[src/rtl/riscv_tohost_monitor_if.sv]
// Data-memory write port as seen by the tohost monitor.
// The core side drives it; the monitor only listens.
interface riscv_tohost_monitor_if #(
    parameter int unsigned ADDR_W = 32
);
    logic              dmem_wr_en;
    logic [ADDR_W-1:0] dmem_wr_addr;
    logic [31:0]       dmem_wr_data;
    logic [3:0]        dmem_wr_be;

    modport master (
        output dmem_wr_en,
        output dmem_wr_addr,
        output dmem_wr_data,
        output dmem_wr_be
    );

    modport slave (
        input dmem_wr_en,
        input dmem_wr_addr,
        input dmem_wr_data,
        input dmem_wr_be
    );
endinterface

[src/rtl/riscv_tohost_monitor.sv]
// Decodes the riscv-tests tohost completion protocol from dmem stores: pass, fail(test_num) or timeout.
// Optional TOHOST_BE_CHECK_EN: a partial-width tohost store is reported as FAIL with test_num all-ones.
module riscv_tohost_monitor #(
    parameter int unsigned       ADDR_W         = 32,
    parameter logic [ADDR_W-1:0] TOHOST_ADDR    = 32'h0000_1000,
    parameter int unsigned       TIMEOUT_CYCLES = 100000,
    parameter int unsigned       CNT_W          = 32
) (
    input  logic                    clk,
    input  logic                    rst,
    input  logic                    start,
    riscv_tohost_monitor_if.slave   dmem,
    output logic                    busy,
    output logic                    done,
    output logic                    pass,
    output logic                    fail,
    output logic                    timeout,
    output logic [30:0]             test_num,
    output logic [CNT_W-1:0]        cycle_count
);

    typedef enum logic [2:0] {
        ST_IDLE,
        ST_RUN,
        ST_PASS,
        ST_FAIL,
        ST_TIMEOUT
    } state_t;

    state_t      state;
    logic        hit;
    logic        be_err;
    logic        dec_pass;
    logic        dec_fail;
    logic [30:0] fail_num;
    logic        tmo_hit;
    logic        unused_bits;

    always_comb begin
        hit = dmem.dmem_wr_en &&
              (dmem.dmem_wr_addr[ADDR_W-1:2] == TOHOST_ADDR[ADDR_W-1:2]);
`ifdef TOHOST_BE_CHECK_EN
        be_err = hit && (dmem.dmem_wr_be != 4'hF);
`else
        be_err = 1'b0;
`endif
        dec_pass = hit && !be_err && (dmem.dmem_wr_data == 32'd1);
        // A protocol error outranks whatever the data says.
        dec_fail = be_err ||
                   (hit && dmem.dmem_wr_data[0] && (dmem.dmem_wr_data[31:1] != '0));
        fail_num = be_err ? 31'h7FFF_FFFF : dmem.dmem_wr_data[31:1];
        tmo_hit  = (TIMEOUT_CYCLES != 0) &&
                   (cycle_count == CNT_W'(TIMEOUT_CYCLES - 1));
        unused_bits = &{1'b0, dmem.dmem_wr_be, dmem.dmem_wr_addr[1:0]};
    end

    always_ff @(posedge clk) begin
        if (rst) begin
            state       <= ST_IDLE;
            busy        <= 1'b0;
            done        <= 1'b0;
            pass        <= 1'b0;
            fail        <= 1'b0;
            timeout     <= 1'b0;
            test_num    <= '0;
            cycle_count <= '0;
        end else begin
            case (state)
                ST_RUN: begin
                    // The exit cycle is still a RUN cycle, so it is counted too.
                    if (cycle_count != '1)
                        cycle_count <= cycle_count + 1'b1;
                    if (dec_pass) begin
                        state <= ST_PASS;
                        busy  <= 1'b0;
                        done  <= 1'b1;
                        pass  <= 1'b1;
                    end else if (dec_fail) begin
                        state    <= ST_FAIL;
                        busy     <= 1'b0;
                        done     <= 1'b1;
                        fail     <= 1'b1;
                        test_num <= fail_num;
                    end else if (tmo_hit) begin
                        state   <= ST_TIMEOUT;
                        busy    <= 1'b0;
                        done    <= 1'b1;
                        timeout <= 1'b1;
                    end
                end
                default: begin
                    if (start) begin
                        state       <= ST_RUN;
                        busy        <= 1'b1;
                        done        <= 1'b0;
                        pass        <= 1'b0;
                        fail        <= 1'b0;
                        timeout     <= 1'b0;
                        test_num    <= '0;
                        cycle_count <= '0;
                    end
                end
            endcase
        end
    end

endmodule

[src/flat_wrapper.sv]
// flat-port wrapper written by rule: the top's interface ports become plain ports
module riscv_tohost_monitor_flat 
#(
    parameter int unsigned       ADDR_W         = 32,
    parameter logic [ADDR_W-1:0] TOHOST_ADDR    = 32'h0000_1000,
    parameter int unsigned       TIMEOUT_CYCLES = 100000,
    parameter int unsigned       CNT_W          = 32
)
  (clk, rst, start, busy, done, pass, fail, timeout, test_num, cycle_count, dmem_dmem_wr_en, dmem_dmem_wr_addr, dmem_dmem_wr_data, dmem_dmem_wr_be);
  riscv_tohost_monitor_if #(.ADDR_W(ADDR_W)) dmem_i ();
  input  logic clk;
  input  logic rst;
  input  logic start;
  output logic busy;
  output logic done;
  output logic pass;
  output logic fail;
  output logic timeout;
  output logic [30:0] test_num;
  output logic [CNT_W-1:0] cycle_count;
  input wire logic [$bits(dmem_i.dmem_wr_en)-1:0] dmem_dmem_wr_en;
  input wire logic [$bits(dmem_i.dmem_wr_addr)-1:0] dmem_dmem_wr_addr;
  input wire logic [$bits(dmem_i.dmem_wr_data)-1:0] dmem_dmem_wr_data;
  input wire logic [$bits(dmem_i.dmem_wr_be)-1:0] dmem_dmem_wr_be;
  assign dmem_i.dmem_wr_en = dmem_dmem_wr_en;
  assign dmem_i.dmem_wr_addr = dmem_dmem_wr_addr;
  assign dmem_i.dmem_wr_data = dmem_dmem_wr_data;
  assign dmem_i.dmem_wr_be = dmem_dmem_wr_be;
  riscv_tohost_monitor #(.ADDR_W(ADDR_W), .TOHOST_ADDR(TOHOST_ADDR), .TIMEOUT_CYCLES(TIMEOUT_CYCLES), .CNT_W(CNT_W)) u_core (.clk(clk), .rst(rst), .start(start), .dmem(dmem_i), .busy(busy), .done(done), .pass(pass), .fail(fail), .timeout(timeout), .test_num(test_num), .cycle_count(cycle_count));
endmodule
[config.mk]
export PLATFORM = sky130hd
export DESIGN_NAME = riscv_tohost_monitor_flat
export DESIGN_NICKNAME = d
export VERILOG_FILES = /design/src/rtl/riscv_tohost_monitor_if.sv /design/src/rtl/riscv_tohost_monitor.sv /design/src/flat_wrapper.sv
export SDC_FILE = /design/constraint.sdc
export NUM_CORES = 1
export LEC_CHECK = 0
export ABC_AREA = 1
export CAP_MARGIN = 20
export CORE_AREA = 5 5 108 131
export DETAILED_ROUTE_END_ITERATION = 16
export DIE_AREA = 0 0 113 136
export SLEW_MARGIN = 5
export SYNTH_ARGS = -nofsm -noshare
export SYNTH_HDL_FRONTEND = slang
export SYNTH_SLANG_ARGS = --single-unit
[constraint.sdc]
create_clock -name clk -period 2.7 [get_ports clk]
set_clock_uncertainty 0.15 [all_clocks]
set_input_delay 0.81 -clock clk [delete_from_list [all_inputs] [get_ports clk]]
set_output_delay 0.81 -clock clk [all_outputs]
set_load 0.05 [all_outputs]
After elaboration in Yosys (flattened, before gate mapping)
Cells that the tools add are included. W data, S select, Z words.

RAM bits: 0. Memories kept: 0. Word-level logic and storage cells: 62. Bits of input ports: 72. Memory bits (read-only): 0. Register bits: 71. Latch bits: 0. Output and inout bits: 68.

Reductions and logical operators: 11. Eq/ne operators: 12. Magnitude comparators: 0. Mux-type cells: 30. Shift operators: 0. Multipliers: 0. $add $sub $neg: 1. Div/mod/pow operators: 0. Bitwise gates (word level): 0.

Operators with widths (number): $mux W31 (4); $mux W32 (3); $add A32 B1 Y32 const B (1); $eq A32 B1 Y1 const B (1); $eq A32 B17 Y1 const B (1); $ne A32 B32 Y1 const B (1); $reduce_bool A31 Y1 (1); $eq A30 B11 Y1 const B (1); $mux W1 (18); $mux W3 (5); $ne A2 B1 Y1 const B (4); $reduce_and A2 Y1 (3); $logic_and A1 B1 Y1 (4); $ne A2 B2 Y1 const B (2); $ne A4 B1 Y1 const B (1); $reduce_and A4 Y1 (1); $eq A3 B1 Y1 const B (1); $reduce_and A3 Y1 (1); $reduce_bool A2 Y1 (1).

Depth between registers and ports, before layout
Depth in word-level cells: 7. Gate-level depth with buffers: 12. Mapped depth without buffers: 12.

Worst setup path after synthesis
Ideal clock, no wire load.

Path type: reg2reg. Start point: reg u_core.cycle_count[0]. End point: reg u_core.cycle_count[12]. Arrival time: 1921 ps. Period minus slack after synthesis: 2218 ps. Path slack: 482 ps. Stages on the path, launching flop included: 12. Buffers on the path: 1. Library setup time: 148 ps. Required time: 2402 ps. Cells stage by stage: dfxtp_1 -> ha_1 -> nand2_1 -> nor2_2 -> nand2_2 -> nor2_4 -> nand2_2 -> nand2_4 -> buf_2 -> nor2_1 -> o21ai_1 -> a21oi_1.

Word-level cells in the longest chain between the ends: 3. Elaborated cells on any way between the ends: 6. Those cells by class: add/sub (1); eq/ne (2); mux (2); reduce/logical (1).

Ends and longest elaborated chain: start: declaration (line riscv_tohost_monitor.sv:19) `output logic [CNT_W-1:0] cycle_count`; start signal: assignment (line riscv_tohost_monitor.sv:72) `cycle_count <= cycle_count + 1'b1;`; $add A32 B1 Y32 / $ne A32 B32 Y1 (equally long branches) (line riscv_tohost_monitor.sv:72, riscv_tohost_monitor.sv:71); $mux W32 / $ne A2 B1 Y1 (equally long branches); $mux W32 / $reduce_and A2 Y1 (equally long branches).

Parallel ways exist; a longest one is shown, timed or not. The select of a mux whose other input is x is not followed. A chain may end at the register's enable or synchronous reset.

Final worst setup path
Start point: reg u_core.cycle_count[11]. End point: out cycle_count[11].

RTL lines: end: declaration (line flat_wrapper.sv:20) `output logic [CNT_W-1:0] cycle_count;`.

No word-level cell between the ends.

==> summary.md <==
| Metric | Value |
|---|---|
| Reg2reg setup slack | `approximately 0.42 ns` |
| Vias per inst | `4.72` |
| Vias in the first global route | `4320` |
| CTS Buf Count | `9` |
| Status | `finished clean` |
| RSZ-0062 raised after global routing | `false` |
| Setup violations, final | `0` |
| Layout cells sized above 1 | `0.0809` |
| Post_cts resized | `0` |
| Setup Fix Bufs, Post-CTS | `0` |
| CP Cell Sequence | `clkdlybuf4s50_1` |
| GPL Wtd Cong | `around 0.95` |
| R2R cell count | `12` |
| CTS root buf | `clkbuf_16` |
| Hold Path Class | `reg -> reg` |
| Sequential-to-total area share from yosys stat | `0.381` |
| Max Cap Viol | `0` |
| Critical path type | `reg -> out` |
| Synth Register Bits | `71` |
| Core ar. | `about 13000 um^2` |
| Deepest clock path buffer count | `2` |
| Hold path startpoint | `u_core.test_num[16]` |
| Synth cell types | `36` |
| Final net count | `810` |
| Die area | `about 15000 um^2` |
| DRC Markers | `0` |
| Synth top area cells | `dfxtp_1, nand2_1, nor2_1, nand3_1, a21oi_1` |
| Hold path cells | `2` |
| Area grow syn2layout | `51.1%` |
| Initial antenna violation count | `0` |
| Via Count | `4296` |
| Clk sinks | `a little over 70` |
| Slew @ Worst Pin | `around 0.56 ns` |
| Worst setup SP type | `register` |
| Row cnt | `between 40 and 50` |
| Post-synth top area share | `0.381` |
| Global route overflow | `0` |
| Slack of the critical path | `roughly 0.082 ns` |
| Hold-fix buffers, CTS | `0` |
| Fin crit share | `0.970` |
| Pleak | `between 1.5 and 2 nW` |
| Setup WS pre-CTS | `-0.118 ns` |
| N_diodes | `0` |
| Reg clk slew, reported paths | `approximately 0.06 ns` |
| Critical path data arrival time | `~1.7 ns` |
| Pre-antenna DRT Iters | `4` |
| Pins over their slew limit | `0` |
| WP buf/inv | `1` |
| Worst IR Drop VDD | `0.241 mV` |
| Post-Syn Area | `about 3700 um^2` |
| Crit. End Element | `primary output` |
| Global-route wire length before repair | `21000 um` |
| Post-synth EDFFs | `0` |
| Die Width | `about 110 um` |
| CTS tree | `done` |
| ANT nets after route | `0` |
| Iter 0 DRT Violations | `roughly 230` |
| Tmin final | `roughly 2.6 ns` |
| Post-synth top area cell | `dfxtp_1` |
| Worst Path Required | `about 1.7 ns` |
| Synth Area per Inst | `around 6.3 um^2` |
| Final wirelength | `13000 um` |
| Die Y | `136 um` |
| Clock Latency Late Sink | `approximately 0.33 ns` |
| R2R Path Start | `u_core.cycle_count[0]` |
| Hold path endpoint | `u_core.test_num[16]` |
| Ys async rst share | `0` |
| Top_reg_cell synth | `dfxtp_1` |
| Slowest stage delay, CP | `around 0.86 ns` |
| Port bufs | `~130` |
| Placed wire-length estimate | `slightly above 10000 um` |
| IO Count | `between 100 and 150` |
| Crit-path leading delay family | `buffers and inverters` |
| Non-Filler Instances | `between 900 and 1000` |
| Syn_nets | `664` |
| Reg2reg end | `u_core.cycle_count[29]` |
| Largest net degree at the start of global routing | `25` |
| CP max FO | `6` |
| Fmax | `around 380 MHz` |
| Cells after Synth | `around 600` |
| All-Layer GR Usage | `0.171` |
| Starting density of the core | `0.291` |
| Relative max-transition margin | `0.627` |
| Fin. Hold Viols | `0` |
| CP max-delay cell | `clkdlybuf4s50_1` |
| Syn. warnings | `0` |
| Pwr per Cell Area | `between 400 and 500 nW/um^2` |
| H-tree levels | `3` |
| DR WL/cell | `14.3 um` |
| Dpl cells | `roughly 900` |
## metrics by stage
stage	area, um^2	setup TNS [ns]	util	power [W]	hold WS (ns)
after floorplan	3730	0	-	0.00120	0.313
after global placement	5360	-2.07	0.417	0.00135	0.297
after detailed placement	5360	-2.44	0.417	0.00135	0.302
after CTS	5630	0	0.439	0.00247	0.314
after global routing	5640	0	0.439	0.00254	0.337
final	5640	0	0.439	0.00245	0.313
## report_power, final
| group | total [W] | switching, W | internal (W) |
|---|---|---|---|
| clock | 0.00112 | 0.000452 | 0.000670 |
| sequential | 0.00106 | 0.00000484 | 0.00105 |
| combinational | 0.000265 | 0.000138 | 0.000127 |
## layer usage
layer,track usage,up-vias,part of all wire,routed length (um)
met4,0.0721,0,0.021,276
li1,-,2184,-,-
met3,0.0632,18,0.079,1030
met5,0,-,0,0
met2,0.308,123,0.51,6640
met1,0.179,1971,0.39,5020
## worst max-delay path by stage
stage / from / end / slack [ns] / cells after the start
after detailed placement: dmem_dmem_wr_addr[24] / u_core.test_num[11] / -0.12 / 12
after global placement: dmem_dmem_wr_addr[12] / u_core.test_num[11] / -0.1 / 13
final: u_core.cycle_count[11] / cycle_count[11] / 0.08 / 1
after CTS: u_core.cycle_count[27] / cycle_count[27] / 0.05 / 1
after global routing: dmem_dmem_wr_data[9] / u_core.test_num[21] / 0.008 / 12
after floorplan: u_core.cycle_count[0] / u_core.cycle_count[12] / 0.48 / 11
## area by class of cell
class | instances | area [um^2]
Fill cell | 1327 | 7200
Multi-Input combinational cell | 461 | 2060
Timing Repair Buffer | 155 | 1520
Sequential cell | 71 | 1420
Clock buffer | 13 | 260
Tap cell | 168 | 210
Inverter | 39 | 151
Clock inverter | 3 | 17.5
## sequential cells by signal (all words and copies together), names as in the netlist
name,flops
u_core.test_num,31
u_core.state,3
u_core.done,1
u_core.cycle_count,32
u_core.fail,1
u_core.pass,1
u_core.busy,1
u_core.timeout,1
## logic make-up (layout without fill, tap and decap cells)
logic type	after synthesis	in the layout	share of synthesized area
buffers and inverters	59	210	0.0691
AOI/OAI and AO/OA	80	80	0.112
adders and majority gates	1	1	0.00335
xor gates and xnor gates	5	5	0.0117
and+or+nand+nor	375	375	0.423
DFF	71	71	0.381
## layout by cell type (no fill, tap or decap), types with 8 or more instances in the layout
cell type / count
nand2_1: 184
clkdlybuf4s50_1: 131
nor2_1: 110
dfxtp_1: 71
nand3_1: 44
a21oi_1: 41
inv_1: 35
o21ai_0: 24
buf_4: 21
clkbuf_16: 9
nor3_1: 8
o21ai_1: 8
## synthesized netlist by cell type (4+ instances only)
master	n
o21ai_1	8
nor2_2	6
nor3_1	8
nand4_1	4
nor2_1	111
nand2_2	4
a21oi_1	41
xor2_1	4
inv_1	35
buf_2	5
nand2_1	184
nand3_1	44
clkbuf_1	9
o21ai_0	24
dfxtp_1	71
No activity file was read; power rests on OpenSTA's default activity.
